===== src/rtl/flash_cmd_decoder_if.sv =====
// ---------------------------------------------------------------------------
// flash_cmd_decoder_if
// Bundles the command-side inputs and the flash-controller request outputs
// of flash_cmd_decoder.
//   cmd         : command word [31:24] opcode, [23:16] sub-index, [15:0] payload
//   start_cmd   : command framing level; a word is taken on its rising edge
//   op_done     : one-cycle completion pulse from the flash controller
//   op_start    : one-cycle operation request pulse
//   op_type     : 01 write, 10 read, 11 erase, 00 idle
//   op_addr     : operation start address
//   op_end_addr : erase end address (equals op_addr for write/read)
//   busy        : high while an operation is in flight
//   cmd_err     : one-cycle pulse on a rejected command
//   op_timeout  : one-cycle pulse when an operation is abandoned
// master = command source / flash controller side, slave = the decoder.
// ---------------------------------------------------------------------------
interface flash_cmd_decoder_if;
   logic [31:0] cmd;
   logic        start_cmd;
   logic        op_done;
   logic        op_start;
   logic [1:0]  op_type;
   logic [23:0] op_addr;
   logic [23:0] op_end_addr;
   logic        busy;
   logic        cmd_err;
   logic        op_timeout;

   modport master (
      output cmd, start_cmd, op_done,
      input  op_start, op_type, op_addr, op_end_addr, busy, cmd_err, op_timeout
   );

   modport slave (
      input  cmd, start_cmd, op_done,
      output op_start, op_type, op_addr, op_end_addr, busy, cmd_err, op_timeout
   );
endinterface


===== src/rtl/flash_cmd_decoder.sv =====
// ---------------------------------------------------------------------------
// flash_cmd_decoder
// Captures framed 32-bit command words, assembles write/read/erase address
// shadows from AF/AD/AE sub-commands and launches one operation at a time to
// the NAND flash controller, tracking it until op_done or timeout.
// Ports:
//   clk  : rising-edge system clock
//   rst  : asynchronous active-high reset
//   bus  : flash_cmd_decoder_if.slave (command inputs, operation outputs)
// Parameter:
//   TIMEOUT_CYC : clocks allowed in RUN before the operation is abandoned
// ---------------------------------------------------------------------------
module flash_cmd_decoder #(
   parameter logic [31:0] TIMEOUT_CYC = 32'd1_000_000
) (
   input logic                 clk,
   input logic                 rst,
   flash_cmd_decoder_if.slave  bus
);

   typedef enum logic {S_IDLE = 1'b0, S_RUN = 1'b1} state_t;

   state_t      state_q;
   logic [31:0] cnt_q;
   logic        start_cmd_d;
   logic        armed_q;
   logic        cmd_vld_q;
   logic [31:0] cmd_q;

   logic [23:0] wr_addr_q, rd_addr_q, er_start_q, er_end_q;
   logic        wr_hi_v_q, wr_lo_v_q, rd_hi_v_q, rd_lo_v_q;
   logic        es_hi_v_q, es_lo_v_q, ee_hi_v_q, ee_lo_v_q;

   logic        op_start_q, busy_q, cmd_err_q, op_timeout_q;
   logic [1:0]  op_type_q;
   logic [23:0] op_addr_q, op_end_addr_q;

   logic        pos_s, known_s;
   logic        ld_wr_hi_s, ld_wr_lo_s, ld_rd_hi_s, ld_rd_lo_s;
   logic        ld_es_hi_s, ld_es_lo_s, ld_ee_hi_s, ld_ee_lo_s;
   logic        want_wr_s, want_rd_s, want_er_s;
   logic        idle_s, wr_ok_s, rd_ok_s, er_ok_s;
   logic        acc_wr_s, acc_rd_s, acc_er_s, reject_s;
   logic [23:0] rd_launch_addr_s, er_end_new_s;

   // armed_q blocks a capture when start_cmd is already high as reset releases
   assign pos_s = bus.start_cmd & ~start_cmd_d & armed_q;

   // Decode the captured word into shadow loads, launch requests and verdicts
   always_comb begin
      known_s    = 1'b1;
      ld_wr_hi_s = 1'b0;
      ld_wr_lo_s = 1'b0;
      ld_rd_hi_s = 1'b0;
      ld_rd_lo_s = 1'b0;
      ld_es_hi_s = 1'b0;
      ld_es_lo_s = 1'b0;
      ld_ee_hi_s = 1'b0;
      ld_ee_lo_s = 1'b0;
      want_wr_s  = 1'b0;
      want_rd_s  = 1'b0;
      want_er_s  = 1'b0;
      case (cmd_q[31:16])
         16'hAF00: ld_wr_hi_s = 1'b1;
         16'hAF01: ld_wr_lo_s = 1'b1;
         16'hA000: want_wr_s  = 1'b1;
         16'hAD00: ld_rd_hi_s = 1'b1;
         16'hAD01: begin
            ld_rd_lo_s = 1'b1;
            want_rd_s  = 1'b1;
         end
         16'hAE00: ld_es_hi_s = 1'b1;
         16'hAE01: ld_es_lo_s = 1'b1;
         16'hAE02: ld_ee_hi_s = 1'b1;
         16'hAE03: begin
            ld_ee_lo_s = 1'b1;
            want_er_s  = 1'b1;
         end
         default:  known_s = 1'b0;
      endcase
      // Read and erase launch on the word that also loads the low byte, so
      // they are judged against the value being loaded right now.
      rd_launch_addr_s = {rd_addr_q[23:8], cmd_q[15:8]};
      er_end_new_s     = {er_end_q[23:8], cmd_q[15:8]};
      idle_s   = (state_q == S_IDLE);
      wr_ok_s  = wr_hi_v_q & wr_lo_v_q;
      rd_ok_s  = rd_hi_v_q;
      er_ok_s  = es_hi_v_q & es_lo_v_q & ee_hi_v_q & (er_end_new_s >= er_start_q);
      acc_wr_s = cmd_vld_q & want_wr_s & wr_ok_s & idle_s;
      acc_rd_s = cmd_vld_q & want_rd_s & rd_ok_s & idle_s;
      acc_er_s = cmd_vld_q & want_er_s & er_ok_s & idle_s;
      reject_s = cmd_vld_q & (~known_s
                 | (want_wr_s & ~(wr_ok_s & idle_s))
                 | (want_rd_s & ~(rd_ok_s & idle_s))
                 | (want_er_s & ~(er_ok_s & idle_s)));
   end

   // Capture, shadow registers, operation FSM and registered outputs
   always_ff @(posedge clk or posedge rst) begin
      if (rst) begin
         state_q       <= S_IDLE;
         cnt_q         <= 32'd0;
         start_cmd_d   <= 1'b0;
         armed_q       <= 1'b0;
         cmd_vld_q     <= 1'b0;
         cmd_q         <= 32'd0;
         wr_addr_q     <= 24'd0;
         rd_addr_q     <= 24'd0;
         er_start_q    <= 24'd0;
         er_end_q      <= 24'd0;
         wr_hi_v_q     <= 1'b0;
         wr_lo_v_q     <= 1'b0;
         rd_hi_v_q     <= 1'b0;
         rd_lo_v_q     <= 1'b0;
         es_hi_v_q     <= 1'b0;
         es_lo_v_q     <= 1'b0;
         ee_hi_v_q     <= 1'b0;
         ee_lo_v_q     <= 1'b0;
         op_start_q    <= 1'b0;
         op_type_q     <= 2'b00;
         op_addr_q     <= 24'd0;
         op_end_addr_q <= 24'd0;
         busy_q        <= 1'b0;
         cmd_err_q     <= 1'b0;
         op_timeout_q  <= 1'b0;
      end else begin
         start_cmd_d  <= bus.start_cmd;
         armed_q      <= armed_q | ~bus.start_cmd;
         cmd_vld_q    <= pos_s;
         if (pos_s) cmd_q <= bus.cmd;
         op_start_q   <= 1'b0;
         op_timeout_q <= 1'b0;
         cmd_err_q    <= reject_s;

         // Shadow loads; the operation outputs are only written on a launch
         if (cmd_vld_q) begin
            if (ld_wr_hi_s) begin wr_addr_q[23:8]  <= cmd_q[15:0]; wr_hi_v_q <= 1'b1; end
            if (ld_wr_lo_s) begin wr_addr_q[7:0]   <= cmd_q[15:8]; wr_lo_v_q <= 1'b1; end
            if (ld_rd_hi_s) begin rd_addr_q[23:8]  <= cmd_q[15:0]; rd_hi_v_q <= 1'b1; end
            if (ld_rd_lo_s) begin rd_addr_q[7:0]   <= cmd_q[15:8]; rd_lo_v_q <= 1'b1; end
            if (ld_es_hi_s) begin er_start_q[23:8] <= cmd_q[15:0]; es_hi_v_q <= 1'b1; end
            if (ld_es_lo_s) begin er_start_q[7:0]  <= cmd_q[15:8]; es_lo_v_q <= 1'b1; end
            if (ld_ee_hi_s) begin er_end_q[23:8]   <= cmd_q[15:0]; ee_hi_v_q <= 1'b1; end
            if (ld_ee_lo_s) begin er_end_q[7:0]    <= cmd_q[15:8]; ee_lo_v_q <= 1'b1; end
         end

         case (state_q)
            S_IDLE: begin
               // Later assignments override the flag sets made above
               if (acc_wr_s) begin
                  op_type_q     <= 2'b01;
                  op_addr_q     <= wr_addr_q;
                  op_end_addr_q <= wr_addr_q;
                  wr_hi_v_q     <= 1'b0;
                  wr_lo_v_q     <= 1'b0;
               end else if (acc_rd_s) begin
                  op_type_q     <= 2'b10;
                  op_addr_q     <= rd_launch_addr_s;
                  op_end_addr_q <= rd_launch_addr_s;
                  rd_hi_v_q     <= 1'b0;
                  rd_lo_v_q     <= 1'b0;
               end else if (acc_er_s) begin
                  op_type_q     <= 2'b11;
                  op_addr_q     <= er_start_q;
                  op_end_addr_q <= er_end_new_s;
                  es_hi_v_q     <= 1'b0;
                  es_lo_v_q     <= 1'b0;
                  ee_hi_v_q     <= 1'b0;
                  ee_lo_v_q     <= 1'b0;
               end
               if (acc_wr_s | acc_rd_s | acc_er_s) begin
                  op_start_q <= 1'b1;
                  busy_q     <= 1'b1;
                  cnt_q      <= 32'd0;
                  state_q    <= S_RUN;
               end
            end
            S_RUN: begin
               // Completion takes priority over a coincident timeout
               if (bus.op_done) begin
                  op_type_q <= 2'b00;
                  busy_q    <= 1'b0;
                  state_q   <= S_IDLE;
               end else if (cnt_q == TIMEOUT_CYC - 32'd1) begin
                  op_type_q    <= 2'b00;
                  op_timeout_q <= 1'b1;
                  busy_q       <= 1'b0;
                  state_q      <= S_IDLE;
               end else if (cnt_q != TIMEOUT_CYC) begin
                  cnt_q <= cnt_q + 32'd1;
               end
            end
            default: begin
               state_q <= S_IDLE;
               busy_q  <= 1'b0;
            end
         endcase
      end
   end

   assign bus.op_start    = op_start_q;
   assign bus.op_type     = op_type_q;
   assign bus.op_addr     = op_addr_q;
   assign bus.op_end_addr = op_end_addr_q;
   assign bus.busy        = busy_q;
   assign bus.cmd_err     = cmd_err_q;
   assign bus.op_timeout  = op_timeout_q;

endmodule


===== src/flat_wrapper.sv =====
// flat-port wrapper written by rule: the top's interface ports become plain ports
module flash_cmd_decoder_flat 
#(
   parameter logic [31:0] TIMEOUT_CYC = 32'd1_000_000
)
  (clk, rst, bus_cmd, bus_start_cmd, bus_op_done, bus_op_start, bus_op_type, bus_op_addr, bus_op_end_addr, bus_busy, bus_cmd_err, bus_op_timeout);
  flash_cmd_decoder_if bus_i ();
  input logic clk;
  input logic rst;
  input wire logic [$bits(bus_i.cmd)-1:0] bus_cmd;
  input wire logic [$bits(bus_i.start_cmd)-1:0] bus_start_cmd;
  input wire logic [$bits(bus_i.op_done)-1:0] bus_op_done;
  output wire logic [$bits(bus_i.op_start)-1:0] bus_op_start;
  output wire logic [$bits(bus_i.op_type)-1:0] bus_op_type;
  output wire logic [$bits(bus_i.op_addr)-1:0] bus_op_addr;
  output wire logic [$bits(bus_i.op_end_addr)-1:0] bus_op_end_addr;
  output wire logic [$bits(bus_i.busy)-1:0] bus_busy;
  output wire logic [$bits(bus_i.cmd_err)-1:0] bus_cmd_err;
  output wire logic [$bits(bus_i.op_timeout)-1:0] bus_op_timeout;
  assign bus_i.cmd = bus_cmd;
  assign bus_i.start_cmd = bus_start_cmd;
  assign bus_i.op_done = bus_op_done;
  assign bus_op_start = bus_i.op_start;
  assign bus_op_type = bus_i.op_type;
  assign bus_op_addr = bus_i.op_addr;
  assign bus_op_end_addr = bus_i.op_end_addr;
  assign bus_busy = bus_i.busy;
  assign bus_cmd_err = bus_i.cmd_err;
  assign bus_op_timeout = bus_i.op_timeout;
  flash_cmd_decoder #(.TIMEOUT_CYC(TIMEOUT_CYC)) u_core (.clk(clk), .rst(rst), .bus(bus_i));
endmodule

===== config.mk =====
export PLATFORM = sky130hd
export DESIGN_NAME = flash_cmd_decoder_flat
export DESIGN_NICKNAME = d
export VERILOG_FILES = /design/src/rtl/flash_cmd_decoder_if.sv /design/src/rtl/flash_cmd_decoder.sv /design/src/flat_wrapper.sv
export SDC_FILE = /design/constraint.sdc
export NUM_CORES = 1
export LEC_CHECK = 0
export CORE_ASPECT_RATIO = 1.1
export CORE_UTILIZATION = 58
export DETAILED_ROUTE_END_ITERATION = 10
export PLACE_DENSITY = 0.88
export SLEW_MARGIN = 20
export SYNTH_ARGS = -nofsm -noshare
export SYNTH_HDL_FRONTEND = slang
export SYNTH_SLANG_ARGS = --single-unit

===== constraint.sdc =====
create_clock -name clk -period 7.28 [get_ports clk]
set_clock_uncertainty 0.05 [all_clocks]
set_input_delay 1.092 -clock clk [delete_from_list [all_inputs] [get_ports clk]]
set_output_delay 1.092 -clock clk [all_outputs]
set_load 0.03 [all_outputs]

==> results <==
- The critical-path maximum fanout is 68.
- In this run the worst hold path is classified as flop to flop.
- The first global-routing pass estimated approximately 39000 um of wire.
- The worst hold path depth is 2.
- Buffers placed on the I/O ports in this run total 89.
- The largest net degree at the start of global routing is between 100 and 150.
- The most instantiated library cell after synthesis is sky130_fd_sc_hd__dfrtp_1.
- The number of max-slew violations in the final report was 0.
- The number of global-route vias before repair is between 7000 and 8000.
- The proportion of power drawn by flip-flops and latches is 50.7%.
- In this design, the stage delay of the slowest critical-path cell is around 0.64 ns.
- Counting along the longest clock path gives a buffer depth of 3.
- Max-cap violations in this run came to 0.
- By count the netlist is led by sky130_fd_sc_hd__dfrtp_1, sky130_fd_sc_hd__nand2_1, sky130_fd_sc_hd__nor2_1.
- The synthesized netlist occupies a cell area of 9660 um2.
- The clock drives around 210 sinks.
- The synthesis-to-layout area growth is 18.2%.
- Data on the critical path arrives at its endpoint at just over 4 ns.
- The worst setup path is captured at a flop.
- The sum of negative setup slack is 0 ns.
- The vertical die dimension is approximately 140 um.
- The share of the clock period used by the worst path after layout is around half.
- The flow ran to the end, but the final reports show violations.
- Setup repair after global routing left no endpoint under its margin.
- CTS built an H-tree with a depth of 1.
- The setup slack of the worst register-to-register path is about 3.6 ns.
- The fmax is 272 MHz.
- For this block, the via count after detailed routing is 7631.
- The startpoint-to-endpoint class of the critical path is flop to flop.
- The cell count after synthesis came out at around 950.
- The total length of routed wires is 23600 um.
- The number of primary I/O pins is 90.
- The area inside the core boundary is between 15000 and 20000 um2.
- Once the floorplan was initialized, standard cells occupied 59.3% of the core.
- In the post-synthesis netlist, the biggest area contributors are sky130_fd_sc_hd__dfrtp_1, sky130_fd_sc_hd__mux2_2, sky130_fd_sc_hd__nand2_1.
- sky130_fd_sc_hd__dfrtp_1 takes more of the synthesized area than any other cell.
- Detailed placement finished with a half-perimeter wire length of 14700 um.
- The post-synth net total is ~1000.
- Counting flops with an async set or reset pin after synthesis yields a share of between 90% and 100%.
- Of the cells placed in the final design, the portion with a size suffix greater than 1 is 12.9%.
- The residual DRC count is 2.
- The placed instance area is around 11000 um2.
- The number of cells upsized or downsized after cts is 0.
- In this run the core area contains about 50 standard-cell rows.
- Of the post-synthesis cell area, the dominant cell type holds between 50 and 60%.
- For the worst-skew pair, the clock arrives at the later sink with an insertion delay of a little over 0.5 ns.
- The post-synthesis register bit count is 208.
- The initial antenna violation count is 0.
- In this run the post-CTS setup repair buffer count came out at 0.
- For this run the aggregate overflow at the end of global routing stands at 0.
- The finished cells cover ~11000 um2.
- The count of final hold-check violations is 0.
- The worst voltage drop across the vdd grid is between 0.00015 and 0.0002 V.
- The aggregate global-route resource usage is 28.4%.
- The clock network burns 44.4% of the power.
- The count of nets after finishing is between 1000 and 1500.
- The share of power burned in combinational logic is roughly 4.8%.
- The analysis attributes to cell leakage a power of between 5 and 6 nW.
- The repair_antennas step left the layout with diodes totalling 0.
- For the worst flop-to-flop path, the logic depth is 10.
- Measured against its own limit, the worst slew margin works out to roughly 28%.
- The tightest hold margin is 0.418 ns.
- After detailed routing, the average wire length per cell comes to around 19 um.
- Clock-pin slew was measured on the worst setup and hold paths at 0.06 ns.
- STA classifies the critical path startpoint as a flop.
- Yosys mapped a number of flops with a built-in enable equal to 0.
- The mean instance size in the synthesized netlist is between 10 and 15 um2.
- The shortest period the worst path allows is around 3.7 ns.
- The first routing iteration left roughly 700 violations.
- The switching power is roughly 0.56 mW.
- Internal power comes to roughly 1.9 mW.
- The count of distinct cell types in the synthesized netlist is 61.
- The first-pass detailed-route iteration total is 10.
- The checks that failed: DRC.
- For this design the ratio of total power to cell area is 212 nW/um2.
- The congestion estimate from routability-driven global placement came to approximately 0.87.
- Setup violations remaining at the end of the flow were counted as 0.
- Among all stages on the critical path, the largest delay is contributed by sky130_fd_sc_hd__buf_4.
- The share of synthesized area occupied by flip-flops and latches is 53.9%.
- The fraction of power spent switching nets is between 20% and 30%.
- The cell at the root of the clock tree is sky130_fd_sc_hd__clkbuf_16.
- The die covers 17200 um2.
- The number of buffers inserted by hold repair at cts is 0.
- Traced cell by cell, the critical path runs through ha_1 -> nand4_1 -> nor4_1 -> nand4_1 -> o21ai_0 -> nor2_1 -> o41ai_4 -> buf_4 -> nor2_1 -> a21oi_1.
- The warning count from the yosys run is 0.
- TritonCTS built the clock tree.
- Among all flip-flop cells after synthesis, the most frequent one is sky130_fd_sc_hd__dfrtp_1.
- Buffers inserted during clock tree synthesis total 21.
- The detail route stage leaves a number of antenna-violating nets equal to 0.
- The overall die width is around 130 um.
- Data on the critical path is required at its endpoint by 7.64 ns.
- The pin slew with the least headroom to its limit is about 1.1 ns.
- Using the TritonRoute via totals, the vias-per-cell ratio works out to around 6.
==> power groups by stage <==
| stage | sequential [mW] | combinational, mW | clock [mW] |
|---|---|---|---|
| floorplan | 1.22 | 0.0825 | 0 |
| global placement | 1.24 | 0.112 | 0 |
| detailed placement | 1.24 | 0.115 | 0 |
| CTS | 1.22 | 0.118 | 1.09 |
| global route | 1.23 | 0.132 | 1.13 |
| finish | 1.23 | 0.117 | 1.07 |
==> cell usage in the layout, fill, tap and decap left out, types with 11 or more instances in the layout <==
| cell type | count |
|---|---|
| sky130_fd_sc_hd__clkbuf_16 | 21 |
| sky130_fd_sc_hd__xnor2_1 | 29 |
| sky130_fd_sc_hd__nand2_1 | 152 |
| sky130_fd_sc_hd__clkdlybuf4s50_1 | 89 |
| sky130_fd_sc_hd__nand3_1 | 15 |
| sky130_fd_sc_hd__inv_1 | 35 |
| sky130_fd_sc_hd__ha_1 | 26 |
| sky130_fd_sc_hd__a21oi_1 | 67 |
| sky130_fd_sc_hd__o21ai_0 | 73 |
| sky130_fd_sc_hd__mux2i_1 | 11 |
| sky130_fd_sc_hd__dfrtp_1 | 208 |
| sky130_fd_sc_hd__nand4_1 | 13 |
| sky130_fd_sc_hd__nor2_1 | 85 |
| sky130_fd_sc_hd__buf_4 | 14 |
| sky130_fd_sc_hd__a22oi_1 | 16 |
| sky130_fd_sc_hd__mux2_2 | 55 |
==> stage by stage <==
stage               worst slack (ns)  util (%)  cells  power [mW]
finish                          3.61      70.0   1241        2.42
CTS                             3.70      70.0   1241        2.43
floorplan                      0.457         -    951        1.30
global placement                3.87      65.8   1204        1.35
detailed placement              3.77      65.8   1204        1.36
global route                    3.47      70.0   1241        2.49
==> final timing paths <==
path	start	to
max reg2reg	u_core.er_end_q[21]	u_core.bus.op_end_addr[20]
min reg2reg	u_core.cmd_q[29]	u_core.cmd_q[29]
max	u_core.er_end_q[21]	u_core.bus.op_end_addr[20]
min in group asynchronous	rst	u_core.bus.op_end_addr[6]
max in group asynchronous	rst	u_core.bus.op_end_addr[20]
min	u_core.cmd_q[29]	u_core.cmd_q[29]
==> layout make-up <==
cell class                 count  area, um2
sequential                   208       5200
fill                        1150       4890
multi-input combinational    652       4140
timing repair buffer         103        996
clock buffer                  26        564
tap                          204        255
inverter                      37        146
clock inverter                11        115
==> registers in the layout, summed over array words and instances (netlist names), 2 cells and up <==
name,flops
u_core.er_end_q,16
u_core.bus.op_end_addr,24
u_core.er_start_q,24
u_core.cmd_q,32
u_core.bus.op_type,2
u_core.bus.op_addr,24
u_core.wr_addr_q,24
u_core.rd_addr_q,16
u_core.cnt_q,32
==> worst max-delay path: cells and delay by family, from the launching register on <==
family | cells | cell delay (ns)
DFF | 1 | 0.40
buffers and inverters | 1 | 0.64
adders and majority gates | 1 | 0.32
AOI/OAI and AO/OA | 3 | 0.95
and+or+nand+nor | 5 | 1.16
==> logic make-up after synthesis <==
kind of cell | count (synthesis) | share of synthesized area [%]
adder cells (fa/ha/maj) | 26 | 3.37
AND/OR/NAND/NOR | 322 | 15.1
XOR/XNOR | 30 | 2.72
AO/OA/AOI/OAI | 208 | 13.5
flip-flops | 208 | 53.9
multiplexers | 66 | 7.55
buffers and inverters | 91 | 3.88
==> metal layers <==
layer | up-vias | global-route usage, % | share of wire (%) | wire length, um
met5 | - | 0 | 0 | 0
met4 | 0 | 15.2 | 4.2 | 988
met3 | 74 | 3.69 | 5.5 | 1310
met2 | 307 | 49.0 | 51 | 12100
met1 | 3810 | 35.3 | 39 | 9260
li1 | 3440 | - | - | -
Power figures use the tool's default switching activity.
